==> src/rtl/sp_ram_master_if.sv <==
// Command/response stream between platform bus logic and sp_ram_master.
// The platform side is the master; the RAM controller is the slave.
interface sp_ram_master_if #(
  parameter int ADDR_W = 15,
  parameter int DATA_W = 8
);
  logic              cmd_valid;
  logic              cmd_ready;
  logic              cmd_we;
  logic [ADDR_W-1:0] cmd_addr;
  logic [DATA_W-1:0] cmd_wdata;
  logic              rsp_valid;
  logic              rsp_ready;
  logic [DATA_W-1:0] rsp_rdata;

  modport master (
    output cmd_valid, cmd_we, cmd_addr, cmd_wdata, rsp_ready,
    input  cmd_ready, rsp_valid, rsp_rdata
  );

  modport slave (
    input  cmd_valid, cmd_we, cmd_addr, cmd_wdata, rsp_ready,
    output cmd_ready, rsp_valid, rsp_rdata
  );
endinterface

==> src/rtl/sp_ram_master.sv <==
// Initiator for a single-port block RAM: registered command strobes, a
// credit-limited in-order read response FIFO, and a whole-array clear engine.
module sp_ram_master #(
  parameter int ADDR_W       = 15,
  parameter int DATA_W       = 8,
  parameter int READ_LATENCY = 1,
  parameter int RSP_DEPTH    = 4
) (
  input  logic              clk,
  input  logic              reset,
  sp_ram_master_if.slave    bus,
  input  logic              clr_start,
  input  logic [DATA_W-1:0] clr_value,
  output logic              busy,
  output logic              ram_ce,
  output logic              ram_wre,
  output logic              ram_oce,
  output logic              ram_reset,
  output logic [ADDR_W-1:0] ram_ad,
  output logic [DATA_W-1:0] ram_din,
  input  logic [DATA_W-1:0] ram_dout
);

  localparam int PTR_W = (RSP_DEPTH > 1) ? $clog2(RSP_DEPTH) : 1;
  localparam int CRD_W = $clog2(RSP_DEPTH + 1);
  localparam logic [CRD_W-1:0] CRD_MAX  = CRD_W'(RSP_DEPTH);
  localparam logic [PTR_W-1:0] PTR_LAST = PTR_W'(RSP_DEPTH - 1);

  generate
    if (READ_LATENCY < 1 || READ_LATENCY > 2)
      $error("sp_ram_master: READ_LATENCY must be 1 or 2");
    if (RSP_DEPTH < READ_LATENCY + 2)
      $error("sp_ram_master: RSP_DEPTH must be at least READ_LATENCY+2");
  endgenerate

  typedef enum logic {ST_IDLE, ST_CLEAR} state_t;

  state_t            state, state_nxt;
  logic [CRD_W-1:0]  credit;
  logic [ADDR_W-1:0] clr_addr;
  logic [DATA_W-1:0] clr_data;
  logic [READ_LATENCY-1:0] rd_tag;

  logic [DATA_W-1:0] fifo_mem [RSP_DEPTH];
  logic [PTR_W-1:0]  wr_ptr, rd_ptr;
  logic [CRD_W-1:0]  fifo_cnt;

  logic              cmd_fire, rd_fire, rsp_push, rsp_pop, clr_go;
  logic              stb_ce, stb_we;
  logic [ADDR_W-1:0] stb_ad;
  logic [DATA_W-1:0] stb_din;

  assign bus.cmd_ready = !reset && (state == ST_IDLE) && !clr_start &&
                         (bus.cmd_we || credit < CRD_MAX);
  assign cmd_fire  = bus.cmd_valid && bus.cmd_ready;
  assign rd_fire   = cmd_fire && !bus.cmd_we;
  assign clr_go    = (state == ST_IDLE) && clr_start;
  assign rsp_pop   = bus.rsp_valid && bus.rsp_ready;
  assign rsp_push  = rd_tag[READ_LATENCY-1];
  assign busy      = (state == ST_CLEAR);
  assign ram_oce   = 1'b1;
  assign ram_reset = reset;

  // The first clear strobe (address 0) is issued on entry, so clr_addr holds
  // the next address to write; its wrap back to 0 marks the end of the fill.
  always_comb begin
    // NOTE: every output gets a default before the case so no latch is inferred.
    state_nxt = state;
    stb_ce    = 1'b0;
    stb_we    = 1'b0;
    stb_ad    = ram_ad;
    stb_din   = ram_din;
    case (state)
      ST_IDLE: begin
        if (clr_start) begin
          state_nxt = ST_CLEAR;
          stb_ce    = 1'b1;
          stb_we    = 1'b1;
          stb_ad    = '0;
          stb_din   = clr_value;
        end else if (cmd_fire) begin
          stb_ce  = 1'b1;
          stb_we  = bus.cmd_we;
          stb_ad  = bus.cmd_addr;
          stb_din = bus.cmd_wdata;
        end
      end
      ST_CLEAR: begin
        if (clr_addr == '0) begin
          state_nxt = ST_IDLE;
        end else begin
          stb_ce  = 1'b1;
          stb_we  = 1'b1;
          stb_ad  = clr_addr;
          stb_din = clr_data;
        end
      end
      default: state_nxt = ST_IDLE;
    endcase
  end

  // NOTE: sequential state uses non-blocking assignments so all registers
  // update together from pre-edge values.
  always_ff @(posedge clk) begin
    if (reset) state <= ST_IDLE;
    else       state <= state_nxt;
  end

  always_ff @(posedge clk) begin
    if (reset) begin
      clr_addr <= '0;
      clr_data <= '0;
    end else if (clr_go) begin
      clr_addr <= ADDR_W'(1);
      clr_data <= clr_value;
    end else if (busy && clr_addr != '0) begin
      clr_addr <= clr_addr + ADDR_W'(1);
    end
  end

  always_ff @(posedge clk) begin
    if (reset) begin
      ram_ce  <= 1'b0;
      ram_wre <= 1'b0;
      ram_ad  <= '0;
      ram_din <= '0;
    end else begin
      ram_ce  <= stb_ce;
      ram_wre <= stb_we;
      ram_ad  <= stb_ad;
      ram_din <= stb_din;
    end
  end

  // rd_tag[i] is set while a read strobed i+1 cycles ago is in the RAM pipe.
  always_ff @(posedge clk) begin
    if (reset) begin
      rd_tag <= '0;
    end else begin
      rd_tag[0] <= ram_ce && !ram_wre;
      for (int i = 1; i < READ_LATENCY; i++) rd_tag[i] <= rd_tag[i-1];
    end
  end

  // Credit counts reads in flight plus buffered, bounding FIFO occupancy.
  always_ff @(posedge clk) begin
    if (reset) begin
      credit <= '0;
    end else begin
      case ({rd_fire, rsp_pop})
        2'b10:   credit <= credit + CRD_W'(1);
        2'b01:   credit <= credit - CRD_W'(1);
        default: credit <= credit;
      endcase
    end
  end

  always_ff @(posedge clk) begin
    if (reset) begin
      wr_ptr   <= '0;
      rd_ptr   <= '0;
      fifo_cnt <= '0;
    end else begin
      if (rsp_push) wr_ptr <= (wr_ptr == PTR_LAST) ? '0 : wr_ptr + PTR_W'(1);
      if (rsp_pop)  rd_ptr <= (rd_ptr == PTR_LAST) ? '0 : rd_ptr + PTR_W'(1);
      case ({rsp_push, rsp_pop})
        2'b10:   fifo_cnt <= fifo_cnt + CRD_W'(1);
        2'b01:   fifo_cnt <= fifo_cnt - CRD_W'(1);
        default: fifo_cnt <= fifo_cnt;
      endcase
    end
  end

  // NOTE: FIFO storage is deliberately not reset; fifo_cnt alone decides
  // whether the head entry is meaningful.
  always_ff @(posedge clk) begin
    if (rsp_push) fifo_mem[wr_ptr] <= ram_dout;
  end

  assign bus.rsp_valid = (fifo_cnt != '0);
  assign bus.rsp_rdata = fifo_mem[rd_ptr];

endmodule
==> src/flat_wrapper.sv <==
// flat-port wrapper written by rule: the top's interface ports become plain ports
module sp_ram_master_flat 
#(
  parameter int ADDR_W       = 15,
  parameter int DATA_W       = 8,
  parameter int READ_LATENCY = 1,
  parameter int RSP_DEPTH    = 4
)
  (clk, reset, clr_start, clr_value, busy, ram_ce, ram_wre, ram_oce, ram_reset, ram_ad, ram_din, ram_dout, bus_cmd_valid, bus_cmd_we, bus_cmd_addr, bus_cmd_wdata, bus_rsp_ready, bus_cmd_ready, bus_rsp_valid, bus_rsp_rdata);
  sp_ram_master_if #(.ADDR_W(ADDR_W), .DATA_W(DATA_W)) bus_i ();
  input  logic clk;
  input  logic reset;
  input  logic clr_start;
  input  logic [DATA_W-1:0] clr_value;
  output logic busy;
  output logic ram_ce;
  output logic ram_wre;
  output logic ram_oce;
  output logic ram_reset;
  output logic [ADDR_W-1:0] ram_ad;
  output logic [DATA_W-1:0] ram_din;
  input  logic [DATA_W-1:0] ram_dout;
  input wire logic [$bits(bus_i.cmd_valid)-1:0] bus_cmd_valid;
  input wire logic [$bits(bus_i.cmd_we)-1:0] bus_cmd_we;
  input wire logic [$bits(bus_i.cmd_addr)-1:0] bus_cmd_addr;
  input wire logic [$bits(bus_i.cmd_wdata)-1:0] bus_cmd_wdata;
  input wire logic [$bits(bus_i.rsp_ready)-1:0] bus_rsp_ready;
  output wire logic [$bits(bus_i.cmd_ready)-1:0] bus_cmd_ready;
  output wire logic [$bits(bus_i.rsp_valid)-1:0] bus_rsp_valid;
  output wire logic [$bits(bus_i.rsp_rdata)-1:0] bus_rsp_rdata;
  assign bus_i.cmd_valid = bus_cmd_valid;
  assign bus_i.cmd_we = bus_cmd_we;
  assign bus_i.cmd_addr = bus_cmd_addr;
  assign bus_i.cmd_wdata = bus_cmd_wdata;
  assign bus_i.rsp_ready = bus_rsp_ready;
  assign bus_cmd_ready = bus_i.cmd_ready;
  assign bus_rsp_valid = bus_i.rsp_valid;
  assign bus_rsp_rdata = bus_i.rsp_rdata;
  sp_ram_master #(.ADDR_W(ADDR_W), .DATA_W(DATA_W), .READ_LATENCY(READ_LATENCY), .RSP_DEPTH(RSP_DEPTH)) u_core (.clk(clk), .reset(reset), .bus(bus_i), .clr_start(clr_start), .clr_value(clr_value), .busy(busy), .ram_ce(ram_ce), .ram_wre(ram_wre), .ram_oce(ram_oce), .ram_reset(ram_reset), .ram_ad(ram_ad), .ram_din(ram_din), .ram_dout(ram_dout));
endmodule
==> config.mk <==
export PLATFORM = sky130hd
export DESIGN_NAME = sp_ram_master_flat
export DESIGN_NICKNAME = d
export VERILOG_FILES = /design/src/rtl/sp_ram_master_if.sv /design/src/rtl/sp_ram_master.sv /design/src/flat_wrapper.sv
export SDC_FILE = /design/constraint.sdc
export NUM_CORES = 1
export LEC_CHECK = 0
export BUFFER_PORTS_ARGS = -buffer_cell sky130_fd_sc_hd__buf_4
export CORE_ASPECT_RATIO = 0.6
export CORE_MARGIN = 2
export CORE_UTILIZATION = 45
export CTS_BUF_LIST = sky130_fd_sc_hd__clkbuf_4
export CTS_CLUSTER_DIAMETER = 120
export DETAILED_ROUTE_END_ITERATION = 7
export PLACE_DENSITY = 0.67
export REMOVE_ABC_BUFFERS = 1
export SLEW_MARGIN = 20
export SYNTH_ARGS = -nofsm -noshare
export SYNTH_HDL_FRONTEND = slang
export SYNTH_SLANG_ARGS = --single-unit
==> constraint.sdc <==
create_clock -name clk -period 2.9 [get_ports clk]
set_input_delay 0.29 -clock clk [delete_from_list [all_inputs] [get_ports clk]]
set_output_delay 0.29 -clock clk [all_outputs]
set_load 0.005 [all_outputs]
== Word level (Yosys, flattened, before mapping) ==
Memory sizes are Yosys's and may differ from the RTL's. A register that Yosys moved wholly into a read port is not among the register bits.
Index checks and enable logic that the tools add are counted.
Widths: inputs -> output; s select.

* Bitwise gates (word level): 1
* $add $sub $neg: 7
* Reductions and logical operators: 22
* Mux-type cells: 27
* Magnitude comparators: 1
* Equality and inequality tests: 8

{| class="wikitable"
|+ Operator list
! operator !! number
|-
| $mux 15 || 3
|-
| $pmux 15 s2 || 1
|-
| $mux 8 || 3
|-
| $pmux 8 s2 || 1
|-
| $add 15x1->15 const B || 1
|-
| $logic_not 15->1 || 1
|-
| $reduce_bool 15->1 || 1
|-
| $pmux 3 s2 || 2
|-
| $mux 1 || 10
|-
| $logic_and 1x1->1 || 9
|-
| $eq 2x2->1 const B || 4
|-
| $mux 2 || 4
|-
| $add 3x1->3 const B || 2
|-
| $pmux 1 s2 || 3
|-
| $reduce_bool 2->1 || 3
|-
| $sub 3x1->3 const B || 2
|-
| $add 2x1->2 const B || 2
|-
| $eq 2x1->1 const B || 2
|-
| $logic_not 1->1 || 4
|-
| $lt 3x3->1 const B || 1
|-
| $ne 3x2->1 const B || 1
|-
| $reduce_bool 3->1 || 1
|-
| $ne 2x2->1 const B || 1
|-
| $reduce_and 2->1 || 1
|-
| 3 further kinds || 3
|}

* Input bits: 45
* Memory bits (writable): 32
* Bits in registers: 60
* Memories kept: 1
* Output and inout port bits: 38

{| class="wikitable"
|+ Memories
! memory !! depth !! width !! read ports !! clocked after memory_dff !! write ports !! line !! text
|-
| u_core.fifo_mem || 4 || 8 || 1 || 1 || 1 || sp_ram_master.sv:44 || <nowiki>logic [DATA_W-1:0] fifo_mem [RSP_DEPTH];</nowiki>
|}

== Longest topological paths before layout ==
Gate-level depths: netlist of the first run.

* Depth in word-level cells: 8
* Mapped depth: 9

== Least setup slack after synthesis of the first run ==
Ideal clock, no wire load.

* Path type: register -> register
* Start point: register u_core.state (netlist: u_core.busy)
* End point: register u_core.credit[2]
* Required time: 2.829 ns
* Arrival time: 2.256 ns
* Path slack: 0.573 ns
* Clock period less this slack: 2.327 ns
* Path buffers: 2
* Stages on the path, launching flop included: 10
* Path through: dfxtp_1 > buf_2 > nor2_2 > clkbuf_1 > nand4_1 > ha_1 > fa_1 > xnor2_1 > or3_1 > a21oi_1

* Longest elaborated chain between the ends: 8
* Elaborated cells between the ends (all ways): 10

{| class="wikitable"
|+ Ends and longest elaborated chain
! item !! line !! text
|-
| from (decl) || sp_ram_master.sv:38 || <nowiki>state_t state, state_nxt;</nowiki>
|-
| from (signal assigned) || sp_ram_master.sv:106 || <nowiki>else state <= state_nxt;</nowiki>
|-
| $not 1->1 (*) || sp_ram_master.sv:53 || <nowiki>assign bus.cmd_ready = !reset && (state == ST_IDLE) && !clr_start &&</nowiki>
|-
| $logic_and 1x1->1 (*) (3 in series) || sp_ram_master.sv:53 ||
|-
| $logic_and 1x1->1 (*) || sp_ram_master.sv:55 || <nowiki>assign cmd_fire = bus.cmd_valid && bus.cmd_ready;</nowiki>
|-
| $logic_and 1x1->1 (*) || sp_ram_master.sv:56 || <nowiki>assign rd_fire = cmd_fire && !bus.cmd_we;</nowiki>
|-
| $eq 2x1->1 or $eq 2x2->1 (tied branches) || sp_ram_master.sv:150 || <nowiki>case ({rd_fire, rsp_pop})</nowiki>
|-
| $pmux 3 s2 or $reduce_bool 2->1 (tied branches) || -- ||
|-
| to (signal assigned) || sp_ram_master.sv:151 || <nowiki>2'b10: credit <= credit + CRD_W'(1);</nowiki>
|-
| to (signal assigned) || sp_ram_master.sv:152 || <nowiki>2'b01: credit <= credit - CRD_W'(1);</nowiki>
|-
| to (signal assigned) || sp_ram_master.sv:153 || <nowiki>default: credit <= credit;</nowiki>
|-
| to (decl) || sp_ram_master.sv:39 || <nowiki>logic [CRD_W-1:0] credit;</nowiki>
|}

Mark *: on every way between the ends. The rest lies on a longest branch, timed or not.
A chain may end at the register's enable or synchronous reset.

== Worst setup path after layout of the first run ==
* Start point: register u_core.fifo_cnt[2]
* End point: register u_core.credit[2]

* Longest elaborated chain between the ends: 4
* Elaborated cells between the ends (all ways): 6

{| class="wikitable"
|+ Ends and longest elaborated chain
! item !! line !! text
|-
| from (decl) || sp_ram_master.sv:46 || <nowiki>logic [CRD_W-1:0] fifo_cnt;</nowiki>
|-
| from (signal assigned) || sp_ram_master.sv:167 || <nowiki>2'b10: fifo_cnt <= fifo_cnt + CRD_W'(1);</nowiki>
|-
| from (signal assigned) || sp_ram_master.sv:168 || <nowiki>2'b01: fifo_cnt <= fifo_cnt - CRD_W'(1);</nowiki>
|-
| from (signal assigned) || sp_ram_master.sv:169 || <nowiki>default: fifo_cnt <= fifo_cnt;</nowiki>
|-
| $reduce_bool 3->1 (*) || sp_ram_master.sv:180 || <nowiki>assign bus.rsp_valid = (fifo_cnt != '0);</nowiki>
|-
| $logic_and 1x1->1 (*) || sp_ram_master.sv:58 || <nowiki>assign rsp_pop = bus.rsp_valid && bus.rsp_ready;</nowiki>
|-
| $eq 2x1->1 or $eq 2x2->1 (tied branches) || sp_ram_master.sv:150 ||
|-
| $pmux 3 s2 or $reduce_bool 2->1 (tied branches) || -- ||
|}

Marks and branches as above.

==> flow_summary.ini, run 1 <==
[global_routing]
overflow = 0
gr-usage-all-layers = 0.206
grt_pass1_vias = 3230
grt_max_degree = 53
antenna_found_initial = 0
grt_pass1_wl_mm = 16.3

[sta]
finalHoldViolations = 0
whs_ns = 0.0458
worstMarginPinSlew_ns = 0.845
fin_setup_tns_ns = 0
period_needed_ns = 2.22
max_freq_mhz = 450
rsz0062_at_grt = false
slew_violations = 0
slew_headroom = 0.436
finClkSkew_ns = 0.0159
setup_violations = 0
fin_ws_ns = 0.677
period_share = 0.766

[power_and_ir_drop]
total_power_mw = 3.01
p_leak_nw = 1.90
power_density_nw_per_um2 = 591
max-vdd-ir-drop_uv = 277

[worst_setup_path]
arrival_ns = 2.60
reg2reg_setup_slack_ns = 0.68
worst_path_max_delay_cell = or3_1
required_ns = 3.27
cp_num_buf_inv = 1
path_cells = or3_1 > nand2_1 > inv_1 > ha_1 > fa_1 > xnor2_1 > or3_1 > a21oi_1
worst_r2r_startpoint = u_core.fifo_cnt[2]
r2r-end = u_core.credit[2]
reg2regPathDepth = 8
critPathMaxFanout = 4
slowest_delay_ns = 0.42
worstSetupStartpointType = flip-flop
crit_family = simple AND/OR/NAND/NOR gates
crit_top_cell = or3_1
cp-end-kind = flip-flop
worstSetupPathType = reg -> reg

[cts]
clk_pin_slew_ns = 0.14
cts_buffers = 9
htreeDepth = 3
clk_latency_ns = 0.45
cts.path.max_buffers = 2
cts_resized = 0
cts_sinks = 94
cts_tree = done
cts_root_buffer = clkbuf_4

[placed_design]
place_area_um2 = 4900
gp_congestion = 0.843
dp.cells = 588
hpwl_mm = 6.78
port_buffers = 81
dp_slack_ns = 0.682

[synth]
synth_simple_gate_area_frac = 0.151
synth_cell_types = 44
syn_area_um2 = 4230
synth_compound_area_frac = 0.158
ys_ff_latch = 94
synth-async-reset-ratio = 0
synth_top_family_by_area = compound AO/OA/AOI/OAI gates
synth-warning-count = 0
synth_xor_area_frac = 0.0166
avgSynthCellArea_um2 = 10.5
synthCells = 401
synth-edff-count = 32
ys_seq_area_frac = 0.521
synthFlopType = dfxtp_1
synth.area.mux_share = 0.0686
synth_adder_area_share = 0.0361

[floorplanning]
fp.dieW_um = 129
die-area_um2 = 10200
ios = 83
coreArea_um2 = 9160
rows = 27
start_util = 0.462
die_y_um = 79.1

[hold_path]
hold_start = ram_dout[6]
holdPathStages = 1
hp-class = in -> reg
holdPathEnd = u_core.fifo_mem[0][6]

[drt]
drtIter0Drc = 267
wirelength_mm = 9.95
drc = 0
routedWlPerCell_um = 16.4
viasPerCell = 5.46
ant_nets = 0
vias = 3306
first_pass_iters = 4

[finish]
diodes = 0
area_delta_synth_final_pct = 20.3
final_util = 0.556
drive_gt1_frac = 0.253
final_cell_mix = buf_4 (88), dfxtp_1 (62), a21oi_1 (43)
stdcell_count = 605
design_area_um2 = 5090
n_fill_cell = 840
layout_commonest_cell = buf_4
nNetsFinal = 526

[flow_run]
max_cap_viol_count = 0

[status]
status = finished clean
-- kinds of logic (layout without fill, tap and decap cells) --
| group | after synthesis | count (layout) |
|---|---|---|
| and+or+nand+nor | 120 | 120 |
| AOI/OAI and AO/OA | 104 | 104 |
| DFF | 94 | 94 |
| buffers and inverters | 44 | 118 |
| muxes | 19 | 19 |
| adders and majority gates | 11 | 11 |
| xor gates and xnor gates | 8 | 8 |
| other | 1 | 1 |
-- layer usage --
layer | global-route usage | vias up | wire length, um
met5 | 0 | - | 0
met4 | 0.0609 | 0 | 57
met3 | 0.0559 | 4 | 694
met2 | 0.274 | 121 | 4070
met1 | 0.322 | 1562 | 5120
li1 | - | 1619 | -
-- how the worst max path moves through the flow --
stage                                  end                from  depth (start not counted)
final                     u_core.credit[2]  u_core.fifo_cnt[2]                          8
after global routing      bus_rsp_rdata[1]           flip-flop                          2
after floorplan           u_core.ram_ad[0]         u_core.busy                          4
after global placement    u_core.credit[2]  u_core.fifo_cnt[2]                          8
after CTS                 bus_rsp_rdata[1]           flip-flop                          2
after detailed placement  u_core.credit[2]  u_core.fifo_cnt[2]                          8
-- worst register-to-register path: stages, from the launching register on --
cell,delay [ns]
dfxtp_1,0.35
or3_1,0.42
nand2_1,0.13
inv_1,0.07
ha_1,0.23
fa_1,0.38
xnor2_1,0.14
or3_1,0.31
a21oi_1,0.13
-- power by group --
part           leakage (nW)  internal [mW]  switching [mW]
combinational          1.02          0.316           0.300
sequential            0.794           1.44          0.0805
clock                0.0872          0.431           0.436
-- state kept, by name, summed over array words and instances (netlist names), 3 cells and up, named ones only --
signal / cells
u_core.ram_din: 8
u_core.fifo_cnt: 3
u_core.fifo_mem: 32
u_core.clr_addr: 15
u_core.clr_data: 8
u_core.ram_ad: 15
u_core.credit: 3
-- Yosys cell counts, drive strengths merged, types with 4 or more instances --
cell type / number / area, um^2
and2: 5 / 31.3
edfxtp: 32 / 961
o21ai: 20 / 100
o41ai: 12 / 124
inv: 12 / 45.0
a211o: 4 / 35.0
mux2i: 11 / 110
clkbuf: 19 / 71.3
a21oi: 43 / 215
nand4: 9 / 56.3
nor4: 6 / 52.6
nand3: 4 / 20.0
nor3: 4 / 20.0
ha: 9 / 113
a22oi: 13 / 97.6
nand2: 34 / 128
xor2: 5 / 43.8
nor2: 22 / 85.1
buf: 12 / 82.6
dfxtp: 62 / 1240
or3: 24 / 150
o211ai: 8 / 60.1
mux4: 8 / 180
-- cell type report --
type	count	area [um^2]	area share
flip-flops and latches	94	2200	0.433
multi-input cells	263	1820	0.358
repair buffers	89	671	0.132
well taps	130	163	0.0320
clock inverters	7	113	0.0221
clock buffers	9	67.6	0.0133
inverters	13	48.8	0.00959
-- what timing repair did --
item | in CTS | in global routing
hold endpoints to repair | 0 | 4
hold buffers | 0 | 1
setup buffers | 0 | 0
(Power assumes the default switching activity.)
==> inputs of run 2 (changes only) <==
==> constraint.sdc (replaced) <==
create_clock -name clk -period 2.09 [get_ports clk]
set_input_delay 0.209 -clock clk [delete_from_list [all_inputs] [get_ports clk]]
set_output_delay 0.209 -clock clk [all_outputs]
set_load 0.005 [all_outputs]
==> run 2 against run 1 <==
Compared with the run above:
- wire length grew 2.5%
- flip-flop and latch count is the same
- clock-buffer cell count is the same
- cell count grew 6.4%
- clock skew grew 0.00073 ns
- worst setup slack lost 0.66 ns
- combinational power grew 72%
==> flow_summary.ini, run 2 (synthesis gave the netlist of run 1 again) <==
[status]
status = finished clean

[cts]
cts_buffers = 9
clk_latency_ns = 0.45
clk_pin_slew_ns = 0.14
cts_tree = done
htreeDepth = 3
cts.path.max_buffers = 2
cts_root_buffer = clkbuf_4
cts_sinks = 94

[finish]
n_fill_cell = 795
layout_top_registers = u_core.fifo_mem (32), u_core.clr_addr (15), u_core.ram_ad (15)
layout_commonest_cell = buf_4
final-seq-area_um2 = 2200
final_cell_mix = buf_4 (107), dfxtp_1 (61), a21oi_1 (42)
final_util = 0.595
area_delta_synth_final_pct = 28.7
diodes = 0
regMostFlops = u_core.fifo_mem
largest_reg_flops = 32
multi_input_area_um2 = 1840
nNetsFinal = 565
drive_gt1_frac = 0.292

[placed_design]
port_buffers = 81
dp_slack_ns = -0.0676
gp_congestion = 0.925
hpwl_mm = 7.03

[floorplanning]
die_y_um = 79.1
start_util = 0.462
die-area_um2 = 10200
fp.dieW_um = 129
coreArea_um2 = 9160
ios = 83
rows = 27

[worst_setup_path]
worst_r2r_startpoint = u_core.fifo_cnt[2]
worstSetupPathType = reg -> reg
critPathMaxFanout = 2
cp-end-kind = flip-flop
required_ns = 2.47
crit_family = simple AND/OR/NAND/NOR gates
reg2regPathDepth = 8
reg2reg_setup_slack_ns = 0.02
arrival_ns = 2.45
worstSetupEndpoint = u_core.credit[2]
cp_num_buf_inv = 1
worst_path_max_delay_cell = or3_4
crit_start = u_core.fifo_cnt[2]
slowest_delay_ns = 0.40
r2r-end = u_core.credit[2]
worstSetupStartpointType = flip-flop
crit_cells = 8
path_cells = or3_4 > nand2_2 > inv_1 > ha_2 > fa_2 > xnor2_1 > or3_1 > a21oi_2

[sta]
finalHoldViolations = 0
worstMarginPinSlew_ns = 0.540
setup_violations = 0
period_needed_ns = 2.07
fin_setup_tns_ns = 0
rsz0062_at_grt = true
slew_headroom = 0.640
period_share = 0.991
slew_violations = 0
fin_ws_ns = 0.0183
max_freq_mhz = 483
finClkSkew_ns = 0.0166

[drt]
ant_nets = 0
first_pass_iters = 5
drtIter0Drc = 220
vias = 3487
drc = 0
viasPerCell = 5.41
wirelength_mm = 10.2
routedWlPerCell_um = 15.8

[global_routing]
gr-usage-all-layers = 0.207
grt_pass1_vias = 3245
grt_max_degree = 51
antenna_found_initial = 0
grt_pass1_wl_mm = 16.3
overflow = 0

[hold_path]
hold_start = bus_rsp_ready
hp-class = in -> reg

[power_and_ir_drop]
max-vdd-ir-drop_uv = 292
power_density_nw_per_um2 = 760
total_power_mw = 4.14
p_leak_nw = 2.07

[flow_run]
max_cap_viol_count = 0
==> run 2: cell types whose count changed in the layout (fill, tap and decap cells not counted), moves of 2 or more <==
cell           previous run  this run
dlygate4sd3_1             1        18
buf_12                    0         2
clkinv_1                  3         1
bufinv_16                 3         1
clkinv_2                  0         2
buf_4                    88       107
==> run 2: worst min-delay path, cell delays in order <==
cell and delay (ns):
buf_4 0.12, nand3_1 0.07, a21oi_1 0.07
==> run 2: metal layers <==
metal / GRT usage / vias up / routed length [um]
li1: - / 1701 / -
met1: 0.306 / 1679 / 5250
met2: 0.295 / 101 / 4300
met3: 0.0674 / 6 / 593
met4: 0.0457 / 0 / 57
met5: 0 / - / 0
==> run 2: repair_timing <==
action                                 in CTS  in global routing
hold buffers                               18                  0
setup buffers                               1                  3
endpoints found under the hold margin      42                  0
cloned                                      0                  1
setup endpoints to repair                   1                  9
pin swaps                                   1                  3
gates resized for setup                     4                  2
==> run 2: report_power, final <==
group / switching [mW] / leakage (nW) / total, mW / internal, mW
registers: 0.0782 / 0.795 / 2.08 / 2.00
logic: 0.488 / 1.21 / 1.06 / 0.574
clock network: 0.628 / 0.0723 / 0.995 / 0.367
total: 1.19 / 2.07 / 4.14 / 2.94
==> run 2: worst min-delay path by stage <==
stage                                        to  depth (start not counted)
after floorplan              u_core.clr_addr[0]                          1
after global placement    u_core.fifo_mem[1][3]                          1
after detailed placement  u_core.fifo_mem[3][7]                          1
after CTS                      u_core.rd_ptr[1]                          3
after global routing           u_core.rd_ptr[1]                          3
final                          u_core.rd_ptr[1]                          3
==> run 2: final cells by class <==
type	instances	share of cell area
clock buffers	9	0.0124
clock inverters	7	0.0133
inverters	13	0.00896
multi-input cells	263	0.338
flip-flops and latches	94	0.405
well taps	130	0.0299
repair buffers	128	0.193
==> run 2: stage by stage <==
| stage | hold WS (ns) | std cells | area, um^2 |
|---|---|---|---|
| 2_1_floorplan | 0.278 | 370 | 4080 |
| 3_3_place_gp | 0.411 | 605 | 5050 |
| 3_5_place_dp | 0.414 | 605 | 5050 |
| 4_1_cts | 0.0416 | 640 | 5390 |
| 5_1_grt | 0.0492 | 644 | 5440 |
| 6_report | 0.0761 | 644 | 5440 |
==> inputs of run 3 (changes only) <==
--- a/config.mk
+++ b/config.mk
@@ -6,14 +6,18 @@
 export NUM_CORES = 1
 export LEC_CHECK = 0
 export BUFFER_PORTS_ARGS = -buffer_cell sky130_fd_sc_hd__buf_4
+export CELL_PAD_IN_SITES_DETAIL_PLACEMENT = 0
+export CELL_PAD_IN_SITES_GLOBAL_PLACEMENT = 2
 export CORE_ASPECT_RATIO = 0.6
 export CORE_MARGIN = 2
-export CORE_UTILIZATION = 45
+export CORE_UTILIZATION = 36
 export CTS_BUF_LIST = sky130_fd_sc_hd__clkbuf_4
 export CTS_CLUSTER_DIAMETER = 120
 export DETAILED_ROUTE_END_ITERATION = 7
-export PLACE_DENSITY = 0.67
+export PLACE_DENSITY_LB_ADDON = 0.1
 export REMOVE_ABC_BUFFERS = 1
+export SETUP_SLACK_MARGIN = 0.5
+export SKIP_CTS_REPAIR_TIMING = 1
 export SLEW_MARGIN = 20
 export SYNTH_ARGS = -nofsm -noshare
 export SYNTH_HDL_FRONTEND = slang
==> run 3 against run 2 <==
Compared with the run above:
- register-to-register slack is essentially flat
- global-route usage shrank 3.4 points
- largest cell class unchanged
- wire length grew 15%
- flip-flop and latch count is the same
- clock-buffer cell count is the same
- largest power group unchanged
- combinational power grew 21%
- worst hold slack lost 0.061 ns
- non-clock buffer count grew 9
- core utilization shrank 6.7 points
- total power grew 7.2%
- first-iteration DRC count shrank 13%
- critical endpoint unchanged
==> flow_summary.ini, run 3 (synthesis gave the netlist of run 1 again) <==
[sta]
period_share = 0.988
max_freq_mhz = 484
fin_setup_tns_ns = 0
whs_ns = 0.0155
finClkSkew_ns = 0.0207
rsz0062_at_grt = true
worstMarginPinSlew_ns = 0.590
finalHoldViolations = 0
period_needed_ns = 2.07
slew_headroom = 0.606
slew_violations = 0
setup_violations = 0

[drt]
first_pass_iters = 4
drc = 0
routedWlPerCell_um = 17.1
viasPerCell = 5.15
drtIter0Drc = 191
wirelength_mm = 11.7
ant_nets = 0
vias = 3520

[global_routing]
grt_use_met1 = 0.261
grt_util_met2 = 0.251
gr-usage-all-layers = 0.173
grt_pass1_vias = 3173
busiest_layer = met1
grt_pass1_wl_mm = 16.6
overflow = 0
antenna_found_initial = 0
grt.met3_usage = 0.0465
grt_max_degree = 47

[worst_setup_path]
cp-end-kind = flip-flop
arrival_ns = 2.45
required_ns = 2.48
worstSetupPathType = reg -> reg
worstSetupStartpointType = flip-flop
critPathMaxFanout = 3

[finish]
diodes = 0
nNetsFinal = 574
area_delta_synth_final_pct = 41.8
drive_gt1_frac = 0.413
layout_top_registers = u_core.fifo_mem (32), u_core.clr_addr (15), u_core.ram_ad (15)
n_fill_cell = 1053
layout_commonest_cell = buf_4
regMostFlops = u_core.fifo_mem
final_cell_mix = buf_4 (96), dfxtp_1 (50), nand2_1 (32), a21oi_1 (32), edfxtp_1 (32)
largest_reg_flops = 32

[cts]
htreeDepth = 3
cts_sinks = 94
cts_root_buffer = clkbuf_4
clk_pin_slew_ns = 0.16
cts_tree = done
cts_buffers = 9
cts.path.max_buffers = 2
clk_latency_ns = 0.46

[floorplanning]
coreArea_um2 = 11400
ios = 83
fp.dieW_um = 144
die_y_um = 88.0
start_util = 0.372
rows = 30
die-area_um2 = 12700

[power_and_ir_drop]
combPwrFrac = 0.287
swShare = 0.301
power_density_nw_per_um2 = 740
max-vdd-ir-drop_uv = 261
switching_power_mw = 1.33
p_clk_frac = 0.243
p_leak_nw = 2.28
internal_power_mw = 3.10
pwr-share-seq = 0.470

[placed_design]
hpwl_mm = 7.32
gp_congestion = 0.754
port_buffers = 81

[status]
status = finished clean

[flow_run]
max_cap_viol_count = 0

[hold_path]
hp-class = in -> reg
==> run 3: cell count changes in the layout (fill, tap and decap cells not counted), moves of 11 or more <==
cell     delta
buf_6      +14
o21ai_0    -12
dfxtp_1    -11
buf_4      -11
==> run 3: stage by stage <==
stage / setup WS [ns] / instance area (um^2) / util / power, mW / std cells
4_1_cts: -0.111 / 5230 / 0.460 / 4.17 / 653
3_3_place_gp: 0.0304 / 5080 / 0.447 / 3.07 / 637
2_1_floorplan: -0.860 / 4080 / - / 2.61 / 370
5_1_grt: -0.0438 / 6000 / 0.527 / 4.70 / 683
6_report: 0.0250 / 6000 / 0.527 / 4.44 / 683
3_5_place_dp: -0.0634 / 5080 / 0.447 / 3.09 / 637
==> run 3: metal layers <==
layer  vias to the layer above  share of wire
met1                      1704           0.53
met5                         -              0
li1                       1725              -
met4                         0         0.0065
met3                         6          0.046
met2                        85           0.41
==> run 3: final timing paths <==
| path | startpoint | to | slack, ns | cells past startpoint |
|---|---|---|---|---|
| setup / recovery | u_core.fifo_cnt[2] | u_core.credit[2] | 0.02 | 8 |
| hold / removal | clr_value[5] | u_core.clr_data[5] | 0.02 | 3 |
| setup reg to reg | u_core.fifo_cnt[2] | u_core.credit[2] | 0.02 | 8 |
| hold reg to reg | u_core.ram_wre | u_core.rd_tag | 0.46 | 1 |
==> run 3: worst max-delay path, stage by stage (launching register included) <==
cell and delay [ns]:
dfxtp_2 0.35, or3_4 0.39, nand2_4 0.09, inv_4 0.04, ha_4 0.15, fa_2 0.33
xnor2_1 0.13, or3_1 0.39, a21oi_2 0.12
==> run 3: cell type report <==
cell class                 instances  area, um^2  area share
clock inverter                     7        86.3      0.0144
clock buffer                       9        67.6      0.0113
tap                              160         200      0.0334
multi-input combinational        263        2120       0.354
timing repair buffer             137        1250       0.209
sequential                        94        2220       0.370
inverter                          13        51.3     0.00855
==> run 3: power groups by stage <==
stage,logic [mW],registers (mW),clock network (mW)
2_1_floorplan,0.464,2.15,0
3_3_place_gp,0.956,2.11,0
3_5_place_dp,0.975,2.11,0
4_1_cts,0.977,2.07,1.12
5_1_grt,1.39,2.10,1.20
6_report,1.28,2.08,1.08
